===== src/rtl/dot_product_stream_if.sv =====
// rtl/dot_product_stream_if.sv - operand/result stream bundle for dot_product_stream
interface dot_product_stream_if #(
   parameter int DATA_W = 8,
   parameter int LEN    = 3
);
   localparam int OUT_W = 2*DATA_W + $clog2(LEN);

   logic [DATA_W-1:0] din;
   logic              din_valid;
   logic              din_ready;
   logic [OUT_W-1:0]  dout;
   logic              dout_valid;
   logic              dout_ready;
   logic              run;

   // The dot-product engine consumes operands and produces results
   modport slave (
      input  din, din_valid, dout_ready,
      output din_ready, dout, dout_valid, run
   );

   // The producer/consumer side drives operands and accepts results
   modport master (
      output din, din_valid, dout_ready,
      input  din_ready, dout, dout_valid, run
   );
endinterface


===== src/rtl/dot_product_stream.sv =====
// rtl/dot_product_stream.sv - streaming LEN-element dot product, A then B on one port
// Optional signed operands/result when DOT_PRODUCT_STREAM_SIGNED_EN is defined.
module dot_product_stream #(
   parameter int DATA_W = 8,
   parameter int LEN    = 3
) (
   input logic                  clk,
   input logic                  resetn,
   dot_product_stream_if.slave  dp
);
   localparam int OUT_W = 2*DATA_W + $clog2(LEN);
   localparam int IDX_W = $clog2(LEN);
   localparam logic [IDX_W-1:0] IDX_LAST = IDX_W'(LEN-1);

   typedef enum logic {LOAD_A, LOAD_B} state_t;

   state_t             state_q, state_d;
   logic [IDX_W-1:0]   idx_q, idx_d;
   logic [OUT_W-1:0]   acc_q, acc_d;
   logic [OUT_W-1:0]   dout_q, dout_d;
   logic               dout_valid_q, dout_valid_d;
   logic [DATA_W-1:0]  a_buf [LEN];

   logic               idx_last;
   logic               accept;
   logic [DATA_W-1:0]  a_sel;
   logic [2*DATA_W-1:0] prod;
   logic [OUT_W-1:0]   prod_ext;

   assign idx_last = (idx_q == IDX_LAST);
   assign a_sel    = a_buf[idx_q];

   // Stall only the final B beat while an unconsumed result would be overwritten
   assign dp.din_ready = !((state_q == LOAD_B) && idx_last && dout_valid_q && !dp.dout_ready);
   assign accept       = dp.din_valid && dp.din_ready;

`ifdef DOT_PRODUCT_STREAM_SIGNED_EN
   assign prod     = $signed({{DATA_W{a_sel[DATA_W-1]}}, a_sel}) *
                     $signed({{DATA_W{dp.din[DATA_W-1]}}, dp.din});
   assign prod_ext = {{(OUT_W-2*DATA_W){prod[2*DATA_W-1]}}, prod};
`else
   assign prod     = {{DATA_W{1'b0}}, a_sel} * {{DATA_W{1'b0}}, dp.din};
   assign prod_ext = {{(OUT_W-2*DATA_W){1'b0}}, prod};
`endif

   assign dp.dout       = dout_q;
   assign dp.dout_valid = dout_valid_q;
   assign dp.run        = (state_q == LOAD_A) && (idx_q == '0);

   // State, index, accumulator and result registers
   always_ff @(posedge clk) begin
      if (!resetn) begin
         state_q      <= LOAD_A;
         idx_q        <= '0;
         acc_q        <= '0;
         dout_q       <= '0;
         dout_valid_q <= 1'b0;
      end else begin
         state_q      <= state_d;
         idx_q        <= idx_d;
         acc_q        <= acc_d;
         dout_q       <= dout_d;
         dout_valid_q <= dout_valid_d;
      end
   end

   // A-vector capture; contents are don't-care until rewritten, so no reset
   always_ff @(posedge clk) begin
      if (accept && (state_q == LOAD_A)) begin
         a_buf[idx_q] <= dp.din;
      end
   end

   // Next-state: load A, then multiply-accumulate B and publish on the last beat
   always_comb begin
      state_d      = state_q;
      idx_d        = idx_q;
      acc_d        = acc_q;
      dout_d       = dout_q;
      dout_valid_d = dout_valid_q;

      if (dout_valid_q && dp.dout_ready) begin
         dout_valid_d = 1'b0;
      end

      if (accept) begin
         case (state_q)
            LOAD_A: begin
               if (idx_last) begin
                  state_d = LOAD_B;
                  idx_d   = '0;
               end else begin
                  idx_d = idx_q + IDX_W'(1);
               end
            end
            LOAD_B: begin
               if (idx_last) begin
                  state_d      = LOAD_A;
                  idx_d        = '0;
                  acc_d        = '0;
                  dout_d       = acc_q + prod_ext;
                  dout_valid_d = 1'b1;
               end else begin
                  idx_d = idx_q + IDX_W'(1);
                  acc_d = acc_q + prod_ext;
               end
            end
            default: begin
               state_d = LOAD_A;
               idx_d   = '0;
            end
         endcase
      end
   end
endmodule


===== src/flat_wrapper.sv =====
// flat-port wrapper written by rule: the top's interface ports become plain ports
module dot_product_stream_flat 
#(
   parameter int DATA_W = 8,
   parameter int LEN    = 3
)
  (clk, resetn, dp_din, dp_din_valid, dp_dout_ready, dp_din_ready, dp_dout, dp_dout_valid, dp_run);
  dot_product_stream_if #(.DATA_W(DATA_W), .LEN(LEN)) dp_i ();
  input logic clk;
  input logic resetn;
  input wire logic [$bits(dp_i.din)-1:0] dp_din;
  input wire logic [$bits(dp_i.din_valid)-1:0] dp_din_valid;
  input wire logic [$bits(dp_i.dout_ready)-1:0] dp_dout_ready;
  output wire logic [$bits(dp_i.din_ready)-1:0] dp_din_ready;
  output wire logic [$bits(dp_i.dout)-1:0] dp_dout;
  output wire logic [$bits(dp_i.dout_valid)-1:0] dp_dout_valid;
  output wire logic [$bits(dp_i.run)-1:0] dp_run;
  assign dp_i.din = dp_din;
  assign dp_i.din_valid = dp_din_valid;
  assign dp_i.dout_ready = dp_dout_ready;
  assign dp_din_ready = dp_i.din_ready;
  assign dp_dout = dp_i.dout;
  assign dp_dout_valid = dp_i.dout_valid;
  assign dp_run = dp_i.run;
  dot_product_stream #(.DATA_W(DATA_W), .LEN(LEN)) u_core (.clk(clk), .resetn(resetn), .dp(dp_i));
endmodule

===== config.mk =====
export PLATFORM = sky130hd
export DESIGN_NAME = dot_product_stream_flat
export DESIGN_NICKNAME = d
export VERILOG_FILES = /design/src/rtl/dot_product_stream_if.sv /design/src/rtl/dot_product_stream.sv /design/src/flat_wrapper.sv
export SDC_FILE = /design/constraint.sdc
export NUM_CORES = 1
export LEC_CHECK = 0
export ABC_AREA = 1
export CORE_UTILIZATION = 60
export DETAILED_ROUTE_END_ITERATION = 16
export PLACE_DENSITY = 0.9
export SYNTH_ARGS = -nofsm -noshare
export SYNTH_HDL_FRONTEND = slang
export SYNTH_SLANG_ARGS = --single-unit
export TNS_END_PERCENT = 50

===== constraint.sdc =====
create_clock -name clk -period 12.35 [get_ports clk]
set_clock_uncertainty 0.15 [all_clocks]
set_input_delay 2.47 -clock clk [delete_from_list [all_inputs] [get_ports clk]]
set_output_delay 2.47 -clock clk [all_outputs]
set_load 0.05 [all_outputs]

# Word-level counts from Yosys, hierarchy flattened
# Memory sizes are Yosys's and may differ from the RTL's. A register that Yosys moved wholly into a read port is not among the register bits.
# Cells that the tools add are included.
# word_totals
latchBits,0
inputBits,12
wordCells,36
register_bits,40
mem_bits_ro,0
mem_bits_rw,24
n_memories,1
# mem_list
name,depth,width,read_ports,rd_ports_with_merged_regs,write_ports,line_no,source
u_core.a_buf,3,8,1,1,1,dot_product_stream.sv:22,logic [DATA_W-1:0] a_buf [LEN];
# classes
mul,1
eq_ne,1
div_mod_pow,0
mux,13
add_sub_neg,2
n_lt_le_gt_ge,0
shifts,0
bitwise_logic,1
reduce_logical,12
# ops
op,count
$add 18x16->18,1
$mux 18,1
$mul 8x8->16,1
$mux 1,8
$logic_and 1x1->1,7
$mux 2,3
$reduce_and 3->1,1
$add 2x1->2 const B,1
$eq 2x2->1 const B,1
$logic_not 1->1,2
$logic_not 2->1,1
$pmux 1 s2,1
$reduce_and 2->1,1
$not 1->1,1

# Depth between registers and ports, before layout
# logic_depth
ltp_word,9
mapped_depth,27
ltp_nobuf,26

# Worst setup path before layout
# Ideal clock, no wire load.
# synth_timing
path_type,input-to-reg
start,input port dp_din[7]
end,register u_core.dout_q[16] (netlist: u_core.dp.dout[16])
setup_slack_ps,6237
path_stages,19
n_path_buf,0
t_arrival_ps,5854
t_required_ps,12091
path_cell_list,inv_1 > nor2_1 > fa_1 > fa_1 > inv_1 > fa_1 > fa_1 > inv_1 > ha_1 > nand2_1 > inv_1 > nand2_1 > nand2_1 > a21oi_1 > nand3_1 > nand2_1 > nand2_1 > nand2_1 > inv_1
# synth_between
elab_chain_len,2
# synth_lines
element,line_no,source
from (decl),flat_wrapper.sv:11,input wire logic [$bits(dp_i.din)-1:0] dp_din;
$mul 8x8->16,dot_product_stream.sv:42,"assign prod = {{DATA_W{1'b0}}, a_sel} * {{DATA_W{1'b0}}, dp.din};"
$add 18x16->18,dot_product_stream.sv:101,dout_d = acc_q + prod_ext;
to (signal assigned),dot_product_stream.sv:62,dout_q <= dout_d;
to (decl),dot_product_stream.sv:20,"logic [OUT_W-1:0] dout_q, dout_d;"
# Every way passes these cells.
# A chain may end at the register's enable or synchronous reset.

# Worst setup path after layout
# layout_timing
start,input port dp_din[6]
end,register u_core.acc_q[10]
# layout_between
elab_chain_len,3
# layout_lines
element,line_no,source
$mul 8x8->16,dot_product_stream.sv:42,
$add 18x16->18,dot_product_stream.sv:105,acc_d = acc_q + prod_ext;
$mux 18,dot_product_stream.sv:97,if (idx_last) begin
to (signal assigned),dot_product_stream.sv:55,acc_q <= '0;
to (signal assigned),dot_product_stream.sv:61,acc_q <= acc_d;
to (decl),dot_product_stream.sv:19,"logic [OUT_W-1:0] acc_q, acc_d;"
# Every way passes these cells.

==> summary.md <==
| Metric | Value |
|---|---|
| Result of the run | complete, no violations |
| R2R setup slack | 6.88 ns |
| Data arrival time at the worst-slack endpoint | roughly 7 ns |
| Post-CTS Hold Buffers | 0 |
| Via count of the routed design | ~4300 |
| Fraction of layout instances using a drive strength above 1 | 0.0494 |
| Fillers | 696 |
| Worst hold path startpoint | u_core.dp.dout[4] |
| Average vias per placed instance | 5.22 |
| Final critical path time including I/O delays and setup | 6.78 ns |
| Share of the yosys chip area belonging to registers | 0.292 |
| Placed insts | 800 |
| Commonest non-fill, non-tap cell in the layout | nand2_1 |
| Number of flops mapped to enable cells by yosys | 24 |
| Delay of the slowest cell on the worst path | ~0.59 ns |
| Tot GR Track Use | 0.286 |
| Setup Buffers After CTS | 0 |
| Number of distinct standard cells referenced by the synthesized netlist | 35 |
| Port buffer count | 32 |
| Die Y-Extent | between 90 and 100 um |
| Pin count of the biggest net entering global routing | 28 |
| Total CTS buffers | 9 |
| Placeable core region | 8680 sq um |
| Share of synthesized registers carrying an async set or reset | 0 |
| Count of final hold-check violations | 0 |
| Number of flip-flops and latches in the synthesized netlist | 66 |
| Required time at the worst-slack endpoint | 12.48 ns |
| Hold-critical path depth | 2 |
| Antenna violations before repair | 0 |
| Mean instance size in the synthesized netlist | 7.99 sq um |
| DR iter-0 viols | approximately 150 |
| Post-route DRC violation count | 0 |
| Synth Cell Area | 5340 sq um |
| CTS clk-pin slew, worst paths | 0.08 ns |
| Wire length reported by the detailed router | 12.0 mm |
| Net count after synthesis | 771 |
| Leading cell types in the layout, fill and taps excluded | 176 x nand2_1, 162 x inv_1, 50 x fa_1 |
| Residual antenna-violating net count after detailed routing | 0 |
| Initial Utilization | 0.615 |
| Core Rows | 34 |
| Cell area power density | between 200 and 250 nW/um^2 |
| Routability congestion estimate | between 0.9 and 1 |
| Yosys Warn Count | 0 |
| Type of the worst setup path | primary input to flip-flop |
| Setup repair after global routing missed its margin | false |
| MaxCap Viol Count | 0 |
| Power consumption | 1.27 mW |
| Flip-flop cell with the highest count after synthesis | dfxtp_1 |
| Endpoint of the worst register-to-register path | u_core.acc_q[9] |
| Fmax | ~150 MHz |
| Count of antenna diodes in the layout | 0 |
| Number of nets in the layout | 807 |
| IO Pins | 33 |
| Highest-delay cell along the critical path | clkdlybuf4s50_1 |
| Critical path capture point type | flip-flop |
| Via count of the first global-routing pass | 4443 |
| Final worst path period share | 0.549 |
| Destination of the worst hold path | u_core.dp.dout[4] |
| Final HPWL DP | 9.38 mm |
| Kind of cell adding the most delay to the critical path | adder cells |
| Post-cts resize count | 0 |
| Initial DRT Pass Iterations | 7 |
| Length in cells of the worst reg-to-reg path | 19 |
| Max-slew violation total from the final report | 0 |
| Remaining Overflow, GRT | 0 |
| Launching element type of the critical path | primary input |
| Crit path cell chain | clkdlybuf4s50_1 > inv_1 > nor2_1 > fa_1 > fa_1 > fa_1 > inv_1 > fa_1 > inv_1 > ha_1 > nand2_1 > inv_1 > nand2_1 > nand2_1 > a21oi_1 > xor2_1 > nand2_1 > a21oi_2 |
| Count of non-filler cells in the finished layout | slightly above 800 |
| Setup TNS | 0 ns |
| Min-Delay Path Class | flip-flop to flip-flop |
| Count of final setup violators | 0 |
| Relative area change from synthesis to final layout | 11.7% |
| Cell chosen for the clock root | clkbuf_8 |
| Wirelength per Cell | 14.7 um |
| Global-route wire length before repair | 20.0 mm |
| CTS Buffer Depth | 2 |
| CTS H-Tree Depth | 3 |
| Clock latency at the later pin of the worst-skew pair | approximately 0.36 ns |
| Largest voltage drop on the vdd net | approximately 150 uV |
| Slew @ Worst Pin | 0.945 ns |
| Width of the die | 96.3 um |
| Instance count of the mapped netlist | roughly 670 |
| Largest driver fanout on the critical path | 6 |
| Die outline area | 9280 sq um |
| Leakage component of the power | 3.02 nW |
| Number of sinks handled by clock tree synthesis | 66 |
| Clock tree from TritonCTS | done |
| Fraction of the core area covered by cells at the end of the flow | 0.687 |
| Worst slew margin relative to its limit | 0.363 |
| Number of buffer and inverter instances along the worst setup path | 5 |
## layout make-up
class / count / area [sq um] / area share
inverters: 165 / 629 / 0.106
repair buffers: 36 / 350 / 0.0587
well taps: 108 / 135 / 0.0227
multi-input cells: 426 / 3070 / 0.515
clock buffers: 10 / 128 / 0.0214
flip-flops and latches: 66 / 1560 / 0.262
clock inverters: 6 / 90.1 / 0.0151
## worst max path at each step
| stage | start | end | slack [ns] | cells past startpoint |
|---|---|---|---|---|
| after global routing | dp_din[7] | u_core.acc_q[17] | 5.32 | 19 |
| after CTS | dp_din[6] | u_core.acc_q[10] | 5.62 | 18 |
| after floorplan | dp_din[7] | u_core.dp.dout[16] | 6.24 | 19 |
| after detailed placement | dp_din[6] | u_core.acc_q[10] | 5.28 | 18 |
| final | dp_din[6] | u_core.acc_q[10] | 5.57 | 18 |
| after global placement | dp_din[6] | u_core.acc_q[10] | 5.36 | 18 |
## logic make-up after synthesis
logic type               share of synthesized area
AO/OA/AOI/OAI                               0.0652
XOR/XNOR                                    0.0145
adder cells (fa/ha/maj)                      0.284
buffers and inverters                        0.133
flip-flops                                   0.292
AND/OR/NAND/NOR                              0.212
## registers in the layout, indices dropped and copies added (netlist names), named ones only
signal and flops:
u_core.dp.dout_valid 1, u_core.a_buf 24, u_core.acc_q 18, u_core.state_q 1
u_core.dp.dout 18, u_core.idx_q 2
## per-stage QoR
step	hold WS [ns]	setup WS (ns)	area (sq um)
detailed placement	0.305	5.28	5740
floorplan	0.294	6.24	5340
global route	0.340	5.32	5960
finish	0.317	5.57	5960
global placement	0.306	5.36	5740
CTS	0.317	5.62	5960
## Yosys cell counts (all sizes together) (7+ instances only)
master  instances  area share
o21a           11       0.015
nand2         180        0.13
nand3          26       0.027
a21oi          36       0.037
nor2           52       0.042
inv           164        0.12
xor2            7       0.013
ha             41       0.096
buf             9       0.013
edfxtp         24        0.13
dfxtp          42        0.16
o21ai          14       0.013
fa             50        0.19
## where the power goes
part	internal (mW)	total (mW)	switching, mW
clock network	0.114	0.205	0.0908
registers	0.240	0.250	0.00969
logic	0.287	0.820	0.533
## layer usage
metal  GRT usage  up-vias  routed length, um
li1            -     2074                  -
met1       0.357     2013               5130
met2       0.493      145               5900
met3      0.0466       31                661
met4       0.118        0                318
met5           0        -                  0
## tightest hold or removal path, cell delays in order (launching register included)
cell	delay [ns]
dfxtp_1	0.31
nand2_1	0.06
a21oi_1	0.06
Note: power is estimated with default switching activity, not from simulation.
